$ cat config.mk
export PLATFORM = sky130hd
export DESIGN_NAME = ps2_space_decoder
export DESIGN_NICKNAME = d
export VERILOG_FILES = /design/src/rtl/ps2_space_decoder.sv
export SDC_FILE = /design/constraint.sdc
export NUM_CORES = 1
export LEC_CHECK = 0
export ABC_AREA = 1
export BUFFER_PORTS_ARGS = -buffer_cell sky130_fd_sc_hd__buf_2
export CORE_MARGIN = 5
export CORE_UTILIZATION = 35
export DETAILED_ROUTE_END_ITERATION = 8
export PLACE_DENSITY = 0.62
export SYNTH_ARGS = -nofsm -noshare
export SYNTH_HDL_FRONTEND = slang
export SYNTH_SLANG_ARGS = --single-unit
$ cat constraint.sdc
create_clock -name clock -period 1.88 [get_ports clock]
set_input_delay 0.188 -clock clock [delete_from_list [all_inputs] [get_ports clock]]
set_output_delay 0.188 -clock clock [all_outputs]
set_load 0.01 [all_outputs]
$ cat src/rtl/ps2_space_decoder.sv
// ps2_space_decoder
//   PS/2 keyboard receiver that tracks one scancode (Space by default). It
//   holds press/release events in a small latch until the processor
//   acknowledges them.
//
//   Optional feature: define PS2_PARITY_CHECK_EN to enforce odd parity.
//   Without it, the parity bit is sampled and then ignored.
//
// Ports
//   clock             system clock, rising edge
//   resetn            asynchronous active-low reset
//   ps2_clock         raw PS/2 clock (asynchronous)
//   ps2_data          raw PS/2 data (asynchronous)
//   reset_space_state processor acknowledge, level-sensitive
//   space_state       0 none, 1 press pending, 2 release pending
//   rx_byte           last correctly framed byte
//   rx_valid          one-cycle strobe, rx_byte valid
//   frame_error       one-cycle strobe on bad start/parity/stop/timeout
//
// Frame FSM states
//   state  | meaning
//   IDLE   | waiting for a start bit
//   DATA   | shifting in 8 data bits, LSB first
//   PARITY | sampling the parity bit
//   STOP   | checking the stop bit, delivering the byte
module ps2_space_decoder #(
  parameter int unsigned TIMEOUT_CYCLES = 50000,
  parameter logic [7:0]  SPACE_CODE     = 8'h29
) (
  input  logic       clock,
  input  logic       resetn,
  input  logic       ps2_clock,
  input  logic       ps2_data,
  input  logic       reset_space_state,
  output logic [1:0] space_state,
  output logic [7:0] rx_byte,
  output logic       rx_valid,
  output logic       frame_error
);

  localparam int TW = $clog2(TIMEOUT_CYCLES + 1);

  typedef enum logic [1:0] {IDLE, DATA, PARITY, STOP} state_t;

  state_t        state;
  logic [1:0]    clk_sync;
  logic [1:0]    dat_sync;
  logic          clk_prev;
  logic          falling;
  logic          data_bit;
  logic [2:0]    bit_cnt;
  logic [7:0]    shift;
  logic [TW-1:0] tmo_cnt;
  logic          parity_ok;

  logic          ext;
  logic          brk;
  logic          key_down;
  logic          held_release;
  logic          is_space;
  logic          press_ev;
  logic          rel_ev;
  logic [1:0]    next_state;
  logic          next_held;

  // Sync flops reset low so that an idle-high line after reset is seen as a
  // rising edge and never as a false start bit.
  always_ff @(posedge clock or negedge resetn) begin
    if (!resetn) begin
      clk_sync <= 2'b00;
      dat_sync <= 2'b00;
      clk_prev <= 1'b0;
    end else begin
      clk_sync <= {clk_sync[0], ps2_clock};
      dat_sync <= {dat_sync[0], ps2_data};
      clk_prev <= clk_sync[1];
    end
  end

  assign falling  = clk_prev & ~clk_sync[1];
  assign data_bit = dat_sync[1];

`ifdef PS2_PARITY_CHECK_EN
  logic parity_bit;
  // Odd parity: data bits plus the parity bit hold an odd number of ones.
  assign parity_ok = ^{shift, parity_bit};
`else
  assign parity_ok = 1'b1;
`endif

  // The timeout counter is a down-counter reloaded on every PS/2 falling
  // edge. When it reaches zero, TIMEOUT_CYCLES cycles have passed with no edge.
  always_ff @(posedge clock or negedge resetn) begin
    if (!resetn) begin
      state       <= IDLE;
      bit_cnt     <= 3'd0;
      shift       <= 8'h00;
      tmo_cnt     <= '0;
      rx_byte     <= 8'h00;
      rx_valid    <= 1'b0;
      frame_error <= 1'b0;
`ifdef PS2_PARITY_CHECK_EN
      parity_bit  <= 1'b0;
`endif
    end else begin
      rx_valid    <= 1'b0;
      frame_error <= 1'b0;

      if (falling)
        tmo_cnt <= TW'(TIMEOUT_CYCLES - 1);
      else if (tmo_cnt != '0)
        tmo_cnt <= tmo_cnt - 1'b1;

      case (state)
        IDLE: if (falling) begin
          if (!data_bit) begin
            state   <= DATA;
            bit_cnt <= 3'd0;
          end else begin
            frame_error <= 1'b1;
          end
        end
        DATA: if (falling) begin
          shift   <= {data_bit, shift[7:1]};
          bit_cnt <= bit_cnt + 3'd1;
          if (bit_cnt == 3'd7)
            state <= PARITY;
        end
        PARITY: if (falling) begin
`ifdef PS2_PARITY_CHECK_EN
          parity_bit <= data_bit;
`endif
          state <= STOP;
        end
        STOP: if (falling) begin
          if (data_bit && parity_ok) begin
            rx_byte  <= shift;
            rx_valid <= 1'b1;
          end else begin
            frame_error <= 1'b1;
          end
          state <= IDLE;
        end
        default: state <= IDLE;
      endcase

      if (state != IDLE && !falling && tmo_cnt == '0) begin
        state       <= IDLE;
        frame_error <= 1'b1;
      end
    end
  end

  // Prefix bytes are checked first, so an E0/F0 byte never counts as Space.
  assign is_space = rx_valid && (rx_byte == SPACE_CODE) && !ext &&
                    (rx_byte != 8'hE0) && (rx_byte != 8'hF0);
  assign press_ev = is_space && !brk && !key_down;
  assign rel_ev   = is_space && brk;

  // The acknowledge is applied first. A same-cycle event is then loaded
  // against the cleared latch, so it is never lost.
  always_comb begin
    next_state = space_state;
    next_held  = held_release;
    if (reset_space_state) begin
      next_state = held_release ? 2'd2 : 2'd0;
      next_held  = 1'b0;
    end
    if (press_ev && next_state == 2'd0)
      next_state = 2'd1;
    if (rel_ev) begin
      if (next_state == 2'd0)
        next_state = 2'd2;
      else if (next_state == 2'd1)
        next_held = 1'b1;
    end
  end

  always_ff @(posedge clock or negedge resetn) begin
    if (!resetn) begin
      ext          <= 1'b0;
      brk          <= 1'b0;
      key_down     <= 1'b0;
      held_release <= 1'b0;
      space_state  <= 2'd0;
    end else begin
      space_state  <= next_state;
      held_release <= next_held;
      if (rx_valid) begin
        if (rx_byte == 8'hE0) begin
          ext <= 1'b1;
        end else if (rx_byte == 8'hF0) begin
          brk <= 1'b1;
        end else begin
          ext <= 1'b0;
          brk <= 1'b0;
          if (is_space)
            key_down <= !brk;
        end
      end
    end
  end

endmodule

==> metrics.md <==
| Metric | Value |
|---|---|
| Status | `finished clean` |
| Largest net degree at the start of global routing | `25` |
| Critical path class | `flop to flop` |
| Final setup fails | `0` |
| Leading cell type in the layout, fill and taps excluded | `nand2_1` |
| First-pass GRT wire length | `8240 um` |
| Clock Path Buffers | `2` |
| Cell Count, Final, Fillers Out | `429` |
| Gpl congestion | `0.772` |
| Most frequent cells in the layout | `nand2_1 (73), dfrtp_1 (50), inv_1 (49)` |
| Vias in the first global route | `between 1.5k and 2k` |
| R2r setup slk | `0.22 ns` |
| CP Max Fanout | `11` |
| Initial core utilization | `between 30% and 40%` |
| Layout net count | `between 300 and 400` |
| Critical Path RT | `2.07 ns` |
| Hold Vio Cnt, Final | `0` |
| Diodes inserted | `0` |
| Seq cells post-synth | `50` |
| Rel. slew slack | `75.1%` |
| Die area | `8980 sq um` |
| Total gr overflow | `0` |
| CTS Buf Count | `5` |
| Die Span X | `94.7 um` |
| Detailed-route via count | `between 1.5k and 2k` |
| Worst path max stage delay | `0.41 ns` |
| # clock sinks | `50` |
| Worst slew pin tran | `~0.37 ns` |
| Yosys top cell area share | `~50%` |
| Synth unique cells | `30` |
| Worst path cell trace | `inv_2, ha_1, nand3_2, nor2_2, nand3_4, inv_1, nor2_1` |
| RR Startpoint | `tmo_cnt[0]` |
| TritonCTS clock tree | `done` |
| Sequential area share after synthesis | `49.8%` |
| DP Cell Count | `418` |
| Antenna violations before repair | `0` |
| Critical path's slowest cell | `dfrtp_1` |
| Detailed placer's ending HPWL | `3440 um` |
| Fin crit share | `88.3%` |
| Pwr per Cell Area | `around 1000 nW/um^2` |
| Synth top area cells | `dfrtp_1 (50%), nand2_1 (11%), inv_1 (7.3%)` |
| Die Y | `94.7 um` |
| Initial DRC count | `63` |
| Leak | `0.00148 uW` |
| ANT nets after route | `0` |
| CP arrival | `1.85 ns` |
| Clock skew | `~0.012 ns` |
| Fmax achieved | `between 0.6 and 0.7 GHz` |
| Rows | `30` |
| Cell taking the most area after synthesis | `dfrtp_1` |
| First-pass iteration count of the detailed router | `4` |
| Share of layout cells above drive strength 1 | `16.5%` |
| CP delay by family, top | `simple AND/OR/NAND/NOR gates` |
| Max_cap viols | `0` |
| Clk Latency, worst-skew pair | `0.30 ns` |
| Number of port buffers | `16` |
| H-Tree Level Count | `2` |
| WL final | `between 4000 and 5000 um` |
| IR drop worst, VDD | `0.604 mV` |
| Fin crit period | `around 1.7 ns` |
| Slew Viols, Final | `0` |
| FF-to-FF path depth | `7` |
| Nature of the critical path startpoint | `flop` |
| GRT Util Overall | `a little under an eighth` |
| Crit path from | `tmo_cnt[0]` |
| Area grow syn2layout | `14.1%` |
| Worst hold path class | `primary input to flop` |
| Yosys Warn Count | `0` |
| Worst-path clk slew | `about 0.10 ns` |
| Mapped Cells | `307` |
| Post-synth design cell area | `roughly 2500 sq um` |
| Syn Nets | `319` |
| Setup bufs post-CTS | `0` |
| Core area | `around 6900 sq um` |
| CP bufs+invs | `2` |
| RSZ-0062 raised after global routing | `no` |
| Syn Area/Cell | `8.19 sq um` |
| FF-to-FF End | `tmo_cnt[10]` |
| CP Capture Type | `flop` |
| Residual DRC | `0` |
| Ports | `17` |
| Worst Hold Depth | `4` |
| WL per Instance | `10.6 um` |
| Hold Path Sink | `held_release` |
| Worst hold start | `reset_space_state` |
| Vias/cell | `4.46` |
| Clk root buf | `clkbuf_8` |
| TNS Setup | `0 ns` |
| Fill cells | `720` |
-- stage by stage --
stage	hold slack (ns)	cell area (sq um)	total power [uW]	worst slack [ns]	util [%]
final	0.153	2870	2880	0.220	41.5
after global routing	0.176	2870	3110	0.0742	41.5
after floorplan	-0.108	2510	1900	0.447	-
after CTS	0.152	2860	2920	0.0999	41.4
after global placement	0.0515	2710	2080	0.212	39.2
after detailed placement	0.0502	2710	2100	0.155	39.2
-- final cells by class --
class	instances	area (sq um)	area share (%)
Clock buffer	6	82.6	2.88
Clock inverter	2	38.8	1.35
Inverter	52	195	6.80
Multi-Input combinational cell	201	1050	36.5
Sequential cell	50	1250	43.6
Tap cell	96	120	4.19
Timing Repair Buffer	22	133	4.62
-- kinds of logic after synthesis --
group	share of synthesized area (%)
xor+xnor	0.348
flops	49.8
mux	0.448
buf+inv	8.81
compound gates	8.16
fa+ha+maj	3.48
simple gates	29.0
-- how the worst max path moves through the flow --
stage,cells after the start,slack [ns],end
after global routing,7,0.07,tmo_cnt[13]
after detailed placement,7,0.16,tmo_cnt[10]
final,7,0.22,tmo_cnt[10]
after CTS,7,0.1,tmo_cnt[10]
after floorplan,8,0.45,tmo_cnt[0]
after global placement,7,0.21,tmo_cnt[11]
-- cells in the mapped netlist --
| master | count |
|---|---|
| or2_1 | 1 |
| nand3_1 | 22 |
| nor2_1 | 36 |
| xor2_1 | 1 |
| nand3_2 | 2 |
| o21bai_2 | 1 |
| a21o_1 | 1 |
| buf_2 | 3 |
| inv_2 | 3 |
| or2_2 | 3 |
| nor2_4 | 2 |
| mux2_2 | 1 |
| nor2_2 | 6 |
| o21ai_2 | 3 |
| o21ai_1 | 2 |
| inv_1 | 49 |
| nand2_2 | 3 |
| o31ai_1 | 1 |
| buf_6 | 1 |
| nand4_2 | 1 |
| nand4_1 | 4 |
| nor2_8 | 1 |
| o31ai_2 | 1 |
| nand2_1 | 73 |
| a21oi_1 | 3 |
| o21ai_0 | 23 |
| nor3_1 | 2 |
| dfrtp_1 | 50 |
| ha_1 | 7 |
| nand3_4 | 1 |
-- routing by layer --
layer,vias up,share of wire (%),GRT usage (%)
met3,5,2.5,2.79
met5,-,0,0
li1,1008,-,-
met1,884,49,15.1
met4,0,0.81,2.88
met2,15,47,18.7
-- registers in the layout, indices dropped and copies added, names as in the netlist --
| register | cells |
|---|---|
| tmo_cnt | 16 |
| rx_byte | 8 |
| shift | 8 |
| bit_cnt | 3 |
| clk_sync | 2 |
| dat_sync | 2 |
| space_state | 2 |
| state | 2 |
| brk | 1 |
| clk_prev | 1 |
| ext | 1 |
| frame_error | 1 |
| held_release | 1 |
| key_down | 1 |
| rx_valid | 1 |
-- worst register-to-register path, stage by stage (launching register included) --
cell and delay [ns]:
dfrtp_1 0.41, inv_2 0.13, ha_1 0.22, nand3_2 0.15, nor2_2 0.20, nand3_4 0.18
inv_1 0.19, nor2_1 0.07
-- where the power goes --
part	total, uW	switching, uW	internal (uW)
Clock	801	363	438
Combinational	708	443	264
Sequential	1370	119	1250
-- repair_timing --
action | 4_1_cts | 5_1_grt
hold buffers | 3 | 0
endpoints found under the setup margin | 0 | 5
resized for setup | 0 | 1
endpoints found under the hold margin | 9 | 0
No activity file was read; power rests on OpenSTA's default activity.
